## config.mk

```make
export PLATFORM = sky130hd
export DESIGN_NAME = board_scanout
export DESIGN_NICKNAME = d
export VERILOG_FILES = /design/src/rtl/board_scanout.sv
export SDC_FILE = /design/constraint.sdc
export NUM_CORES = 1
export LEC_CHECK = 0
export BUFFER_PORTS_ARGS = -buffer_cell sky130_fd_sc_hd__buf_2
export CAP_MARGIN = 30
export CORE_MARGIN = 8
export CORE_UTILIZATION = 58
export CTS_BUF_LIST = sky130_fd_sc_hd__clkbuf_4
export DETAILED_ROUTE_END_ITERATION = 12
export MAX_ROUTING_LAYER = met4
export PLACE_DENSITY = 0.91
export SETUP_SLACK_MARGIN = 0.2
export SYNTH_ARGS = -nofsm -noshare
export SYNTH_HDL_FRONTEND = slang
export SYNTH_SLANG_ARGS = --single-unit
```

## constraint.sdc

```tcl
create_clock -name clk_in -period 2.85 [get_ports clk_in]
set_input_delay 0.57 -clock clk_in [delete_from_list [all_inputs] [get_ports clk_in]]
set_output_delay 0.57 -clock clk_in [all_outputs]
set_load 0.005 [all_outputs]
```

## src/rtl/board_scanout.sv

```systemverilog
// board_scanout: turns VGA timing plus the packed board memory into a per-pixel
// cell_alive bit, owns the display half of the double buffer and swaps it at frame boundaries.
module board_scanout #(
    parameter int unsigned BOARD_SIZE  = 256,
    parameter int unsigned WORD_WIDTH  = 32,
    parameter int unsigned MEM_LATENCY = 2
) (
    input  logic                                                clk_in,
    input  logic                                                rst_n_in,
    input  logic [10:0]                                         hcount_in,
    input  logic [9:0]                                          vcount_in,
    input  logic                                                hsync_in,
    input  logic                                                vsync_in,
    input  logic                                                blank_in,
    output logic                                                rd_en_out,
    output logic [2*$clog2(BOARD_SIZE)-$clog2(WORD_WIDTH):0]    rd_addr_out,
    input  logic [WORD_WIDTH-1:0]                               rd_data_in,
    input  logic                                                swap_req_in,
    output logic                                                swap_ack_out,
    output logic                                                disp_buf_out,
    output logic                                                frame_done_out,
    output logic                                                cell_alive_out,
    output logic [10:0]                                         hcount_out,
    output logic [9:0]                                          vcount_out,
    output logic                                                hsync_out,
    output logic                                                vsync_out,
    output logic                                                blank_out
);
    localparam int unsigned LB = $clog2(BOARD_SIZE);
    localparam int unsigned LW = $clog2(WORD_WIDTH);
    localparam int unsigned D  = MEM_LATENCY + 1;

    logic in_board, boundary, boundary_q, frame_edge, disp_buf, phase, inb_q;
    logic [WORD_WIDTH-1:0] shreg;
    logic [MEM_LATENCY-1:0] vld;
    logic [24:0] tl_d [D];

    assign in_board   = 32'(hcount_in) < BOARD_SIZE && 32'(vcount_in) < BOARD_SIZE;
    assign boundary   = hcount_in == '0 && 32'(vcount_in) == BOARD_SIZE;
    assign frame_edge = boundary && !boundary_q;
    assign rd_en_out  = in_board && hcount_in[LW-1:0] == '0;
    assign rd_addr_out = {disp_buf, vcount_in[LB-1:0], hcount_in[LB-1:LW]};
    assign {inb_q, hsync_out, vsync_out, blank_out, hcount_out, vcount_out} = tl_d[D-1];
    assign cell_alive_out = shreg[0] && inb_q;
    assign disp_buf_out   = disp_buf;

    always_ff @(posedge clk_in or negedge rst_n_in) begin
        if (!rst_n_in) begin
            for (int i = 0; i < D; i++) tl_d[i] <= '0;
            vld            <= '0;
            shreg          <= '0;
            phase          <= 1'b0;
            boundary_q     <= 1'b0;
            disp_buf       <= 1'b0;
            swap_ack_out   <= 1'b0;
            frame_done_out <= 1'b0;
        end else begin
            tl_d[0] <= {in_board, hsync_in, vsync_in, blank_in, hcount_in, vcount_in};
            for (int i = 1; i < D; i++) tl_d[i] <= tl_d[i-1];
            vld[0] <= rd_en_out;
            for (int i = 1; i < MEM_LATENCY; i++) vld[i] <= vld[i-1];
            // each pixel spans two clocks; a load restarts the phase so the next clock shifts
            if (vld[MEM_LATENCY-1]) begin
                shreg <= rd_data_in;
                phase <= 1'b1;
            end else begin
                shreg <= phase ? shreg >> 1 : shreg;
                phase <= !phase;
            end
            boundary_q     <= boundary;
            frame_done_out <= frame_edge;
            swap_ack_out   <= frame_edge && swap_req_in;
            disp_buf       <= disp_buf ^ (frame_edge && swap_req_in);
        end
    end
endmodule

```

Word level (Yosys, flattened, before mapping). Index checks and enable logic that the tools add are counted.

Mux-type cells: 3. Bitwise logic cells: 1. $lt $le $gt $ge: 2. Equal/unequal tests: 1. Reductions and logical operators: 11.

Operator list (number): two-way mux 32 bit (2); zero test 11 bit (1); less-than comparator 11 x 9 -> 1 bit, second input constant (1); == test 10 x 9 -> 1 bit, second input constant (1); less-than comparator 10 x 9 -> 1 bit, second input constant (1); logical AND 1 bit (6); zero test 5 bit (1); zero test 1 bit (2); nonzero test 2 bit (1); two-way mux 1 bit (1); bitwise XOR 1 bit (1).

Word-level logic and storage cells: 28. Bits in registers: 114. Output and inout bits: 41. Bits of input ports: 59.

Longest topological paths before layout. Gate-level depths: netlist of the first run.

Word-level depth: 5. Depth in mapped cells: 4. Gate-level depth less buffers: 4.

Worst setup path before layout of the first run. Ideal clock, no wire load.

Kind: in2out. Start: input port hcount_in[9]. End: output port rd_en_out. Setup slack: 930 ps. Buffers on the path: 0. Required time: 2280 ps. Data arrival time: 1350 ps. Stages on the path: 2. Cells stage by stage: or4_4 > nor3_1.

Cells in the longest elaborated chain, start to end: 3.

Ends and longest elaborated chain: start: declaration (line 10) `input logic [10:0] hcount_in,`; less-than comparator 11 x 9 -> 1 bit (line 38) `assign in_board = 32'(hcount_in) < BOARD_SIZE && 32'(vcount_in) < BOARD_SIZE;`; logical AND 1 bit (line 38); logical AND 1 bit (line 41) `assign rd_en_out = in_board && hcount_in[LW-1:0] == '0;`; end: declaration (line 15) `output logic rd_en_out,`.

Every way passes these cells.

Final worst setup path of the first run. Ends and elaborated chain as after synthesis.

==> results.py, run 1 <==
metrics = {
    "status": {
        "status": "complete, no violations",
    },
    "clocking": {
        "cts.htree.levels": 4,
        "numCtsBuffers": 17,
        "clk_latency_ns": 0.50,
        "clk_pin_slew_worst_paths_ns": 0.12,
        "cts-root-buf": "clkbuf_4",
        "cts_sinks": 114,
        "cts_resized": 0,
        "cts_buffer_depth": 2,
        "cts_tree": "built",
        "cts_setup_buffers": 0,
        "cts_hold_buffers": 0,
    },
    "global_routing": {
        "first_global_vias": 2318,
        "grt_remaining_overflow": 0,
        "grt_max_degree": 62,
        "track_usage_pct": 15.36,
        "antenna_found_initial": 0,
        "grt_first_pass_wirelength_um": 10970,
    },
    "layout": {
        "drive_above_1_share_pct": 39.34,
        "fin_nets": 407,
        "mostFrequentLayoutCell": "dfrtp_1",
        "fill_cells": 479,
        "layout_common_cells": "113 x dfrtp_1, 98 x buf_2, 32 x nand2_1, 31 x mux2i_1, 29 x o21ai_1",
        "finalNonFillerCells": 441,
        "final_area_mm2": 0.004522,
        "antennaDiodeCount": 0,
        "area_growth_pct": 15.69,
    },
    "synth": {
        "synthXorXnorAreaFrac_pct": 0.2241,
        "yosys.area_share.simple_pct": 7.074,
        "synth_compound_area_share_pct": 4.193,
        "synth-seq-area-share_pct": 72.98,
        "synth_cell_types": 19,
        "synth_fp_nets": 329,
        "synth_top_family_by_area": "multiplexers",
        "synth_fa_ha_area_share_pct": 0,
        "muxShareOfSynthArea_pct": 7.939,
        "avgSynthCellArea_um2": 14.48,
        "ys.warnings.count": 0,
        "ys_ff_latch": 114,
        "syn_area_mm2": 0.003909,
        "synthCells": 270,
    },
    "detailed_routing": {
        "wl_um": 6713,
        "drc_errors": 0,
        "detail-route-antenna-nets": 0,
        "avgViaCountPerCell": 4.841,
        "dr.pass1.iters": 4,
        "wl_per_cell_um": 15.22,
        "first_iter_violations": 62,
        "vias": 2135,
    },
    "critical_path": {
        "crit_path_max_incr_delay_ns": 0.55,
        "critPathMaxFanout": 3,
        "start_kind": "input pin",
        "arrival_ns": 1.62,
        "ff2ff_setup_slack_ns": 1.42,
        "crit_required_ns": 2.28,
        "crit_start": "hcount_in[9]",
        "cpMostUsedCell": "buf_2",
        "regToRegStartpoint": "vld[1]",
        "cp_cell_sequence": "buf_2 > or4_4 > nor3_1 > buf_2",
        "slowest_stage": "or4_4",
        "criticalPathCategory": "in2out",
        "reg2reg_to": "shreg[0]",
        "worstSetupEndpointType": "output pin",
        "worst-r2r-cell-count": 2,
    },
    "place": {
        "dpl_cell_area_mm2": 0.004258,
        "detailed_place_hpwl_um": 4838,
        "place.gp.congestion": 0.7445,
        "dp.cells": 409,
        "dp_slack_ns": 0.6621,
        "port_buffers": 99,
    },
    "run": {
        "cap_viol_max_count": 0,
    },
    "die": {
        "fp.dieW_um": 98.09,
        "dieArea_mm2": 0.009622,
        "num_io_pins": 100,
        "coreArea_mm2": 0.006644,
        "die_height_um": 98.09,
        "row_count": 30,
        "start_util_pct": 58.83,
    },
    "worst_hold_path": {
        "hp-class": "in2async",
    },
    "sta": {
        "min_period_ns": 2.190,
        "finClkSkew_ns": 0.01528,
        "max-slew-margin-rel_pct": 51.48,
        "setup_ws_ns": 0.6597,
        "finalMaxSlewViolations": 0,
        "fmaxAchievable_ghz": 0.4566,
        "hold_viol": 0,
        "setup_violations": 0,
        "rsz0062_at_grt": "false",
        "fin_crit_sh_pct": 76.85,
        "timing.setup.tns_ns": 0,
        "worstMarginPinSlew_ns": 0.7278,
    },
    "power_and_ir_drop": {
        "max-vdd-ir-drop_mv": 0.3648,
        "p_leak_nw": 2.395,
        "power.density_mw_per_mm2": 649.4,
        "power_mw": 2.937,
    },
}
[worst max-delay path: cells and delay by family]
kind / cells / cell delay, ns
AND/OR/NAND/NOR: 2 / 0.79
buffers and inverters: 2 / 0.27
[kinds of logic after synthesis]
family,after synthesis
AOI/OAI and AO/OA,32
xor gates and xnor gates,1
buffers and inverters,45
DFF,114
muxes,31
and+or+nand+nor,47
[cell usage after synthesis (all sizes together)]
master    n  area, um^2
dfrtp   114        2853
buf      36       262.8
nand2    32       120.1
mux2i    31       310.3
o21ai    31       155.1
clkbuf    8       30.03
nor2      4       15.01
nor3      3       15.01
nor4      3       63.81
a22o      1       8.760
and2      1       6.260
inv       1       3.750
nand2b    1       6.260
nand4b    1       23.77
nor4b     1       15.01
or4       1       11.26
xor2      1       8.760
[report_power, final]
part	switching [mW]	total, mW	internal (mW)	leakage [nW]
registers	0.0263	1.72	1.69	1.38
logic	0.0842	0.155	0.0705	0.870
clock network	0.680	1.06	0.385	0.141
[flip-flops by register name (all words and copies together) (netlist names)]
register and count:
tl_d 50, hcount_out 11, disp_buf_out 1, vld 2, shreg 32, frame_done_out 1, blank_out 1, swap_ack_out 1
boundary_q 1, vcount_out 10, vsync_out 1, hsync_out 1, inb_q 1, phase 1
[per-layer routing]
layer / vias to the layer above / part of all wire [%] / global-route usage, %
li1: 1030 / - / -
met1: 1022 / 40 / 15.93
met2: 70 / 53 / 24.87
met3: 13 / 5.0 / 5.619
met4: 0 / 2.4 / 8.633
met5: - / 0 / -
[worst max path at each step]
stage                     depth (start not counted)        end  slack [ns]
after floorplan                                   2  rd_en_out        0.93
after global placement                            4  rd_en_out        0.70
after detailed placement                          4  rd_en_out        0.66
after CTS                                         4  rd_en_out        0.66
after global routing                              4  rd_en_out        0.58
final                                             4  rd_en_out        0.66
[per-stage QoR]
step | hold slack [ns] | utilization [%]
floorplan | 0.2744 | -
global placement | 0.3317 | 64.09
detailed placement | 0.3347 | 64.09
CTS | 0.09705 | 68.06
global route | 0.1243 | 68.06
finish | 0.1178 | 68.06
[area by class of cell]
type	count	area (um^2)	area share, %
timing repair buffer	103	540.5	11.95
clock inverter	15	136.4	3.016
clock buffer	17	127.6	2.822
inverter	1	3.754	0.08301
multi-input combinational	111	759.5	16.80
sequential	114	2854	63.12
tap	80	100.1	2.214
Power figures use the tool's default switching activity.
==> run 2: changes to the inputs <==
--- a/config.mk
+++ b/config.mk
@@ -8,11 +8,11 @@
 export BUFFER_PORTS_ARGS = -buffer_cell sky130_fd_sc_hd__buf_2
 export CAP_MARGIN = 30
 export CORE_MARGIN = 8
-export CORE_UTILIZATION = 58
+export CORE_UTILIZATION = 54
 export CTS_BUF_LIST = sky130_fd_sc_hd__clkbuf_4
 export DETAILED_ROUTE_END_ITERATION = 12
 export MAX_ROUTING_LAYER = met4
-export PLACE_DENSITY = 0.91
+export PLACE_DENSITY = 0.86
 export SETUP_SLACK_MARGIN = 0.2
 export SYNTH_ARGS = -nofsm -noshare
 export SYNTH_HDL_FRONTEND = slang
==> constraint.sdc (replaced) <==
create_clock -name clk_in -period 2.07 [get_ports clk_in]
set_input_delay 0.414 -clock clk_in [delete_from_list [all_inputs] [get_ports clk_in]]
set_output_delay 0.414 -clock clk_in [all_outputs]
set_load 0.005 [all_outputs]
==> run 2 against run 1 <==
Compared with the run above: clock skew down 0.0038 ns; global-route usage up 0.24 points; setup slack worse by 0.43 ns; combinational power up 54%; via count up 4.3%; first-iteration DRC count up 48%; clock-buffer cell count up 2; critical path depth unchanged; sequential share of layout area down 3.4 points; critical path type unchanged; register-to-register slack worse by 0.67 ns; die area up 6.2%.
==> results.py, run 2 (synthesis gave the netlist of run 1 again) <==
metrics = {
    "status": {
        "status": "complete, no violations",
    },
    "layout": {
        "fin_nets": 421,
        "antennaDiodeCount": 0,
        "drive_above_1_share_pct": 38.13,
        "regMostFlops": "tl_d",
        "fill_cells": 546,
        "area_growth_pct": 22.22,
        "multiInputGateArea_um2": 770.7,
        "mostFrequentLayoutCell": "dfrtp_1",
        "ff_latch_area_mm2": 0.002854,
        "largest_reg_flops": 50,
        "layout_common_cells": "113 x dfrtp_1, 97 x buf_2, 32 x nand2_1, 31 x mux2i_1, 29 x o21ai_1",
    },
    "die": {
        "row_count": 31,
        "start_util_pct": 54.77,
        "num_io_pins": 100,
        "die_height_um": 101.1,
        "fp.dieW_um": 101.1,
        "coreArea_mm2": 0.007137,
        "dieArea_mm2": 0.01022,
    },
    "detailed_routing": {
        "wl_met1_um": 2848,
        "first_iter_violations": 92,
        "drc_errors": 0,
        "detail-route-antenna-nets": 0,
        "wl_met2_um": 3638,
        "highest_layer": "met4",
        "dr.pass1.iters": 4,
        "wl_um": 7014,
        "route.met3.wl_um": 389,
        "vias": 2227,
        "wl_per_cell_um": 14.80,
        "avgViaCountPerCell": 4.698,
    },
    "critical_path": {
        "arrival_ns": 1.43,
        "start_kind": "input pin",
        "critPathMaxFanout": 3,
        "worstSetupEndpointType": "output pin",
        "crit_required_ns": 1.66,
        "criticalPathCategory": "in2out",
    },
    "global_routing": {
        "grt_remaining_overflow": 0,
        "grt_max_degree": 70,
        "track_usage_pct": 15.60,
        "antenna_found_initial": 0,
        "grt_first_pass_wirelength_um": 11610,
        "first_global_vias": 2456,
    },
    "clocking": {
        "numCtsBuffers": 17,
        "cts_tree": "built",
        "cts-root-buf": "clkbuf_4",
        "clk_latency_ns": 0.48,
        "clk_pin_slew_worst_paths_ns": 0.10,
        "cts.htree.levels": 4,
        "cts_sinks": 114,
        "cts_buffer_depth": 2,
    },
    "run": {
        "cap_viol_max_count": 0,
    },
    "place": {
        "port_buffers": 99,
        "place.gp.congestion": 0.7469,
        "detailed_place_hpwl_um": 4761,
    },
    "power_and_ir_drop": {
        "max-vdd-ir-drop_mv": 0.5579,
        "power.density_mw_per_mm2": 920.4,
        "p_leak_nw": 2.489,
    },
    "sta": {
        "finClkSkew_ns": 0.01144,
        "max-slew-margin-rel_pct": 64.35,
        "fmaxAchievable_ghz": 0.5419,
        "setup_violations": 0,
        "finalMaxSlewViolations": 0,
        "fin_crit_sh_pct": 89.14,
        "rsz0062_at_grt": "false",
        "timing.setup.tns_ns": 0,
        "hold_viol": 0,
        "min_period_ns": 1.845,
        "fin_hold_ws_ns": 0.07927,
        "worstMarginPinSlew_ns": 0.5348,
    },
    "worst_hold_path": {
        "hp-class": "in2reg",
    },
}
-- run 2: cell types whose count changed in the layout (fill, tap and decap cells not counted), sizes merged --
| cell | change |
|---|---|
| buf | +1 |
| bufinv | +4 |
| clkbuf | +2 |
| clkinv | +1 |
| clkinvlp | +2 |
| dlygate4sd3 | +13 |
| inv | -9 |
-- run 2: repair_timing --
action | CTS | global route
endpoints found under the hold margin | 115 | 0
setup buffers | 0 | 1
resized for setup | 0 | 3
hold buffers | 13 | 0
endpoints found under the setup margin | 0 | 1
-- run 2: area by class of cell --
type                       count  share of cell area (%)
tap                           99                   2.593
timing repair buffer         117                   14.59
clock buffer                  19                   2.986
multi-input combinational    111                   16.13
clock inverter                13                   3.876
inverter                       1                 0.07858
sequential                   114                   59.74
-- run 2: per-stage QoR --
step	setup slack, ns	instances	power [mW]	util, %	cell area, um^2
finish	0.2248	474	4.397	66.94	4777
global route	0.1996	474	4.596	66.94	4777
CTS	0.2097	473	4.469	66.58	4752
detailed placement	0.2134	428	2.632	60.17	4294
global placement	0.2317	428	2.613	60.17	4294
floorplan	0.4619	270	2.497	-	3909
-- run 2: final timing paths --
path                         startpoint       endpoint  slack (ns)  cells after the start
min reg2reg                    tl_d[28]  vcount_out[3]        0.35                      0
max in group asynchronous      rst_n_in      shreg[14]        1.13                      3
min                        vcount_in[3]       tl_d[53]        0.08                      1
max                        hcount_in[8]      rd_en_out        0.22                      4
max reg2reg                       phase       shreg[7]        0.75                      3
min in group asynchronous      rst_n_in       tl_d[39]        0.47                      3
-- run 2: where the power goes --
group	total, mW	switching (mW)	internal [mW]
Clock	1.80	0.809	0.987
Combinational	0.238	0.124	0.115
Sequential	2.36	0.0358	2.33
Total	4.40	0.968	3.43
-- run 2: per-layer routing --
metal / track usage (%) / vias to the layer above
met2: 24.49 / 72
met3: 6.492 / 13
li1: - / 1056
met1: 17.25 / 1086
met4: 6.300 / 0
met5: - / -
-- run 2: critical path, stage by stage --
cell	delay (ns)
buf_6	0.09
or4_4	0.57
nor3_4	0.22
buf_2	0.14
